===== config.mk =====
export PLATFORM = sky130hd
export DESIGN_NAME = secded_decoder_pipe
export DESIGN_NICKNAME = d
export VERILOG_FILES = /design/src/rtl/secded_decoder_pipe.sv
export SDC_FILE = /design/constraint.sdc
export NUM_CORES = 1
export LEC_CHECK = 0
export CAP_MARGIN = 30
export CORE_MARGIN = 1.5
export CORE_UTILIZATION = 46
export DETAILED_ROUTE_END_ITERATION = 8
export MAX_ROUTING_LAYER = met4
export PLACE_DENSITY = 0.82
export SETUP_SLACK_MARGIN = 0.15
export SLEW_MARGIN = 20
export SYNTH_ARGS = -nofsm -noshare
export SYNTH_HDL_FRONTEND = slang
export SYNTH_SLANG_ARGS = --single-unit

===== constraint.sdc =====
create_clock -name clk -period 1.95 [get_ports clk]
set_input_delay 0.195 -clock clk [delete_from_list [all_inputs] [get_ports clk]]
set_output_delay 0.195 -clock clk [all_outputs]
set_load 0.03 [all_outputs]

===== src/rtl/secded_decoder_pipe.sv =====
// Two-stage pipelined Hamming SECDED decoder on a valid/ready stream.
// It also keeps saturating counters of accepted single-error and double-error results.
module secded_decoder_pipe #(
    parameter int DATA_W = 32,
    parameter int CNT_W  = 16,
    localparam int P = (DATA_W <= 4)  ? 3 :
                       (DATA_W <= 11) ? 4 :
                       (DATA_W <= 26) ? 5 :
                       (DATA_W <= 57) ? 6 : 7,
    localparam int CW_W = DATA_W + P + 1
) (
    input  logic              clk,
    input  logic              rst_n,
    input  logic [CW_W-1:0]   in_data,
    input  logic              in_valid,
    output logic              in_ready,
    input  logic              correct_en,
    output logic [DATA_W-1:0] out_data,
    output logic              out_valid,
    input  logic              out_ready,
    output logic              sec_err,
    output logic              ded_err,
    output logic [P-1:0]      syndrome,
    input  logic              cnt_clr,
    output logic [CNT_W-1:0]  sec_cnt,
    output logic [CNT_W-1:0]  ded_cnt
);

    localparam int               N        = DATA_W + P;
    localparam logic [P-1:0]     N_P      = P'(N);
    localparam logic [CNT_W-1:0] CNT_MAX  = '1;
    localparam logic [CNT_W-1:0] CNT_ONE  = CNT_W'(1);

    // Hamming position of payload bit k: the k-th non-power-of-two position from 3 upward.
    function automatic int data_pos(input int k);
        int cnt;
        int pos;
        cnt = 0;
        pos = 0;
        for (int i = 3; i < 128; i++) begin
            if ((i & (i - 1)) != 0) begin
                if (cnt == k) pos = i;
                cnt++;
            end
        end
        return pos;
    endfunction

    logic [P-1:0]      syn_in;
    logic              pa_in;
    logic [DATA_W-1:0] raw_in;

    always_comb begin
        syn_in = '0;
        for (int i = 1; i <= N; i++) begin
            if (in_data[i]) syn_in = syn_in ^ P'(i);
        end
    end

    assign pa_in = ^in_data;

    // Stage 1 keeps only the slice of the codeword needed downstream: payload, s, pa.
    logic              v1_q;
    logic [DATA_W-1:0] raw1_q;
    logic [P-1:0]      syn1_q;
    logic              pa1_q;
    logic              ce1_q;

    logic              out_valid_q;
    logic [DATA_W-1:0] out_data_q;
    logic              sec_q;
    logic              ded_q;
    logic [P-1:0]      syn2_q;

    logic [CNT_W-1:0]  sec_cnt_q, sec_cnt_d;
    logic [CNT_W-1:0]  ded_cnt_q, ded_cnt_d;

    logic              adv2;
    logic              adv1;
    logic              flip_en;
    logic [DATA_W-1:0] corr_d;
    logic              sec_d;
    logic              ded_d;

    assign adv2     = !out_valid_q || out_ready;
    assign adv1     = adv2 || !v1_q;
    assign in_ready = adv1 || !rst_n;

    assign flip_en = ce1_q && pa1_q;
    assign sec_d   = pa1_q && (syn1_q <= N_P);
    assign ded_d   = (pa1_q && (syn1_q > N_P)) || (!pa1_q && (syn1_q != '0));

    for (genvar gi = 0; gi < DATA_W; gi++) begin : g_payload
        localparam int POS = data_pos(gi);
        assign raw_in[gi] = in_data[POS];
        // Only a payload position can match here, so parity-bit errors leave data untouched.
        assign corr_d[gi] = raw1_q[gi] ^ (flip_en && (syn1_q == P'(POS)));
    end

    always_ff @(posedge clk) begin
        if (!rst_n) begin
            v1_q   <= 1'b0;
            raw1_q <= '0;
            syn1_q <= '0;
            pa1_q  <= 1'b0;
            ce1_q  <= 1'b0;
        end else if (adv1) begin
            v1_q <= in_valid;
            if (in_valid) begin
                raw1_q <= raw_in;
                syn1_q <= syn_in;
                pa1_q  <= pa_in;
                ce1_q  <= correct_en;
            end
        end
    end

    always_ff @(posedge clk) begin
        if (!rst_n) begin
            out_valid_q <= 1'b0;
            out_data_q  <= '0;
            sec_q       <= 1'b0;
            ded_q       <= 1'b0;
            syn2_q      <= '0;
        end else if (adv2) begin
            out_valid_q <= v1_q;
            if (v1_q) begin
                out_data_q <= corr_d;
                sec_q      <= sec_d;
                ded_q      <= ded_d;
                syn2_q     <= syn1_q;
            end
        end
    end

    always_comb begin
        sec_cnt_d = sec_cnt_q;
        ded_cnt_d = ded_cnt_q;
        if (cnt_clr) begin
            sec_cnt_d = '0;
            ded_cnt_d = '0;
        end else if (out_valid_q && out_ready) begin
            if (sec_q && (sec_cnt_q != CNT_MAX)) sec_cnt_d = sec_cnt_q + CNT_ONE;
            if (ded_q && (ded_cnt_q != CNT_MAX)) ded_cnt_d = ded_cnt_q + CNT_ONE;
        end
    end

    always_ff @(posedge clk) begin
        if (!rst_n) begin
            sec_cnt_q <= '0;
            ded_cnt_q <= '0;
        end else begin
            sec_cnt_q <= sec_cnt_d;
            ded_cnt_q <= ded_cnt_d;
        end
    end

    assign out_valid = out_valid_q;
    assign out_data  = out_data_q;
    assign sec_err   = sec_q;
    assign ded_err   = ded_q;
    assign syndrome  = syn2_q;
    assign sec_cnt   = sec_cnt_q;
    assign ded_cnt   = ded_cnt_q;

endmodule


* Word level (Yosys, flattened, before mapping)
Cells that the tools add are included.
Widths: inputs -> output; s select.
** Word-level totals
- Flip-flop bits (word level) :: 114
- Input bits :: 45
- Output and inout port bits :: 74
- Logic and storage cells :: 212
** Cells by class
- $add $sub $neg :: 2
- Magnitude comparators :: 2
- Equal/unequal tests :: 34
- Multiplexer cells :: 38
- Bitwise gates (word level) :: 70
- Reductions and logical operators :: 54
** Operators with widths (count)
- $eq 6x5->1 const B :: 15
- $mux 5 :: 16
- $eq 6x4->1 const B :: 7
- $mux 6 :: 7
- $logic_and 1x1->1 :: 39
- $not 3->3 :: 13
- $reduce_xor 39->1 :: 1
- $eq 6x6->1 const B :: 6
- $add 16x1->16 const B :: 2
- $mux 4 :: 8
- $ne 16x16->1 const B :: 2
- $xor 1x1->1 :: 32
- $not 2->2 :: 13
- $not 4->4 :: 5
- $eq 6x3->1 const B :: 3
- $mux 3 :: 4
- $reduce_and 2->1 :: 4
- $eq 6x2->1 const B :: 1
- $gt 6x6->1 const B :: 1
- $le 6x6->1 const B :: 1
- $reduce_bool 6->1 :: 1
- $not 1->1 const A :: 5
- $not 5->5 :: 1
- $logic_not 1->1 :: 4
- other kinds (5) :: 9

* Logic depth before layout (Yosys ltp)
- Word-level depth :: 70
- Depth in mapped cells :: 7
- Gate-level depth less buffers :: 7

* Worst setup path before layout
Ideal clock, no wire load.
- Kind :: register to register
- From :: reg ded_cnt_q[0], in the netlist ded_cnt[0]
- To :: reg ded_cnt_q[4], in the netlist ded_cnt[4]
- Setup time :: 0.128 ns
- Data arrival time :: 2.032 ns
- Required time :: 1.822 ns
- Slack :: -0.209 ns
- Cell stages (with the launch flop) :: 8
- Path buffers :: 0
- Clock period less this slack :: 2.159 ns
- Path through :: dfxtp_1 > ha_1 > nand2_1 > nor4b_1 > a21oi_1 > and4_1 > xnor2_1 > nor2_1
** Between the ends
- Longest elaborated chain between the ends :: 3
- Elaborated cells on any way between the ends :: 4
- Those cells by class :: add/sub (1); eq/ne (1); reduce/logical (2)
** Ends and longest elaborated chain
- start: declaration :: line 76 : logic [CNT_W-1:0] ded_cnt_q, ded_cnt_d;
- start signal: assignment :: line 154 : ded_cnt_q <= ded_cnt_d;
- branches (longest 3 deep; another with $add 16x1->16)
Several ways; the timed one is not identified.
A chain may end at the register's enable or synchronous reset.

* Worst setup path after layout
- From :: in in_data[6]
- To :: reg pa1_q
** Between the ends
- Longest elaborated chain between the ends :: 1
** Ends and longest elaborated chain
- start: declaration :: line 14 : input logic [CW_W-1:0] in_data,
- $reduce_xor 39->1 :: line 60 : assign pa_in = ^in_data;
- end signal: assignment :: line 112 : pa1_q <= pa_in;
- end: declaration :: line 66 : logic pa1_q;
Every way passes these cells.

==> reports/results.ini <==
[placed_design]
gp_congestion = 0.916
port_buffers = 118
dp_slack_ns = -0.390
dp_hpwl_mm = 11.4

[critical_path]
cpLargestDelayFamily = XOR/XNOR gates
r2r_slack_ns = 0.23
cp_max_fo = 2
worstSetupStartpointType = input port
cp-end-kind = register
crit_path_cell_trace = clkdlybuf4s50_1 > xnor2_1 > xnor3_2 > xnor3_1 > xnor2_1 > or4_1 > nand3_1
critPathMaxStageDelay_ns = 0.51
critical_path_arrival_ns = 2.16
cp_slowest_cell = clkdlybuf4s50_1
cpMostUsedCell = xnor2_1
r2r_end = sec_cnt[7]
reg2regPathDepth = 6
required_ns = 2.29
critPathKind = in -> reg
rr_startpoint = sec_cnt[10]
worst-path-buf-inv = 1

[power]
pwr-share-clk = 0.405
p_comb_frac = 0.228
p_leak_nw = 2.99
p_seq_frac = 0.368
p_per_area_nw_per_um2 = 897
p_int_mw = 5.18
total_power_mw = 7.16
p_sw_frac = 0.278
p_sw_mw = 1.99
vdd_drop_max_mv = 0.562

[yosys]
ys.flop_type = dfxtp_1
synth_area_um2 = 5490
synth.avg_cell_area_um2 = 8.38
seq_area_frac_synth = 0.416
synth_edf_count = 0
yosys_warnings = 0
synthArstFlopShare = 0
syn-num-nets = 702
syn_inst = 655
ys_ff_latch = 114
synthDistinctLibCells = 40

[cts]
worstSkewPairLatency_ns = 0.42
numClockSinks = 114
cts-root-buf = clkbuf_16
path_clk_slew_ns = 0.05
numCtsBuffers = 17
holdBufCountCts = 0
h-tree-depth = 4
cts_tree = yes
cts_buffer_depth = 2

[final_layout]
drive_above_1_share = 0.164
final_util = 0.694
area_delta_synth_final_pct = 45.5
multi_input_area_um2 = 3170
seqCellArea_um2 = 2300
nFillCells = 880
insertedDiodeCount = 0
layout.nets = 879

[run_status]
outcome = finished with violations
violations = design-rule violations

[floorplanning]
start_util = 0.477
die_area_um2 = 12600
core-area_um2 = 11500
rows = 39
io_pins = 119
die_w_um = 112
dieHeight_um = 112

[global_route]
grt_pass1_wl_mm = 25.3
grt.total_usage = 0.264
grt_pass1_vias = 5176
antenna_found_initial = 0
overflow = 0
grt_max_degree = 57

[run]
cap_viol_max_count = 0

[worst_hold_path]
holdPathEnd = raw1_q[16]
worstHoldStart = in_data[22]
whs_path_depth = 4
min_path_type = in -> reg

[sta]
finalMaxSlewViolations = 0
tightest_slew_ns = 0.553
max_freq_mhz = 550
slew_headroom = 0.628
final.min_clock_period_ns = 1.82
worst_slack_ns = 0.133
fin_hold_ws_ns = 0.301
rsz0062_at_grt = true
fin_crit_sh = 0.932
skew_ns = 0.00984
finalSetupViolCount = 0
hold_viol = 0

[drt]
drtAntennaViolNets = 0
drc = 3
first_iter_violations = 395
drt_wl_total_mm = 16.1
via_count = 5327
wl_per_cell_um = 16.3
viasPerCell = 5.41
drt_pre_antenna_iters = 9

==> cells in the mapped netlist (all sizes together), types with 2 or more instances <==
library cell,count,share of area
nor3b,2,0.0036
nand2,117,0.080
a21oi,49,0.045
xnor3,6,0.025
buf,3,0.0043
nand4,11,0.013
mux2i,2,0.0036
ha,2,0.0046
and3,3,0.0034
a211oi,24,0.033
o21ai,10,0.0091
and2,2,0.0023
nor2,87,0.059
xor2,44,0.070
and4,6,0.0096
nand2b,5,0.0057
clkbuf,30,0.021
or3,10,0.011
nand3,27,0.025
dfxtp,114,0.42
inv,4,0.0027
xnor2,67,0.11
nor3,7,0.0073
nor2b,6,0.0068
a311oi,10,0.016
==> flip-flops by register name, indices dropped and copies added (netlist names) <==
register	flops
sec_cnt	16
raw1_q	32
ded_err	1
syn1_q	6
ded_cnt	16
out_valid	1
pa1_q	1
sec_err	1
v1_q	1
out_data	32
ce1_q	1
syndrome	6
==> cell families (layout without fill, tap and decap cells) <==
group | after synthesis | count (layout) | share of synthesized area
buffers and inverters | 38 | 225 | 0.0308
AO/OA/AOI/OAI | 96 | 96 | 0.107
flip-flops | 114 | 114 | 0.416
adder cells (fa/ha/maj) | 2 | 2 | 0.00456
multiplexers | 2 | 2 | 0.00365
XOR/XNOR | 117 | 117 | 0.207
AND/OR/NAND/NOR | 286 | 286 | 0.231
==> layout by cell type, fill, tap and decap left out, types with 5 or more instances in the layout <==
| master | count |
|---|---|
| a211oi_1 | 24 |
| xnor2_1 | 61 |
| nor2_1 | 87 |
| xor2_1 | 43 |
| clkbuf_8 | 5 |
| nand2_1 | 114 |
| xnor2_2 | 5 |
| clkinv_2 | 5 |
| and4_1 | 5 |
| clkbuf_16 | 17 |
| dfxtp_2 | 9 |
| or3_1 | 10 |
| a311oi_1 | 8 |
| nor3_1 | 6 |
| nand4_1 | 11 |
| nand3_1 | 25 |
| buf_4 | 71 |
| clkdlybuf4s50_1 | 112 |
| nand2b_1 | 5 |
| dfxtp_1 | 103 |
| a21oi_1 | 48 |
| o21ai_1 | 10 |
==> repair_timing <==
item / in CTS / in global routing
pin swaps: 2 / 11
gates resized for setup: 5 / 25
hold endpoints to repair: 0 / 0
setup endpoints to repair: 10 / 26
setup buffers: 2 / 2
==> worst reg2reg max path: cells and delay by family (launching register included) <==
family / cells / cell delay [ns]
AOI/OAI and AO/OA: 1 / 0.37
xor gates and xnor gates: 1 / 0.16
DFF: 1 / 0.44
and+or+nand+nor: 4 / 0.63
==> metal layers <==
layer  part of all wire  wire [µm]  up-vias  global-route usage
met3              0.077       1230       38              0.0729
met1               0.40       6490     2502               0.310
li1                   -          -     2556                   -
met5                  0          0        -                   -
met4              0.026        420        0               0.107
met2               0.49       7920      231               0.431
==> area by class of cell <==
| class | instances | share of cell area |
|---|---|---|
| timing repair buffer | 191 | 0.220 |
| sequential | 114 | 0.288 |
| multi-input combinational | 503 | 0.396 |
| tap | 143 | 0.0224 |
| clock buffer | 23 | 0.0623 |
| inverter | 5 | 0.00407 |
| clock inverter | 6 | 0.00689 |
==> power by group through the flow <==
| stage | registers (mW) | clock network [mW] | logic [mW] |
|---|---|---|---|
| after floorplan | 2.71 | 0 | 0.850 |
| after global placement | 2.66 | 0 | 1.53 |
| after detailed placement | 2.67 | 0 | 1.56 |
| after CTS | 2.62 | 2.91 | 1.59 |
| after global routing | 2.64 | 3.05 | 1.75 |
| final | 2.63 | 2.90 | 1.63 |
==> stage by stage <==
step                TNS, ns  instances  cell area [µm²]
global placement     -0.700        952             7290
CTS                       0        983             7860
finish                    0        985             7990
floorplan                 0        655             5510
global route              0        985             7990
detailed placement   -0.958        952             7290
==> worst max-delay path by stage <==
stage                start           to  depth (start not counted)
6_report        in_data[6]        pa1_q                          7
4_1_cts         ded_cnt[0]  ded_cnt[12]                          8
3_3_place_gp   in_data[36]        pa1_q                          7
3_5_place_dp   in_data[36]        pa1_q                          7
5_1_grt        in_data[33]        pa1_q                          7
2_1_floorplan   ded_cnt[9]   ded_cnt[4]                          6
(Power assumes the default switching activity.)
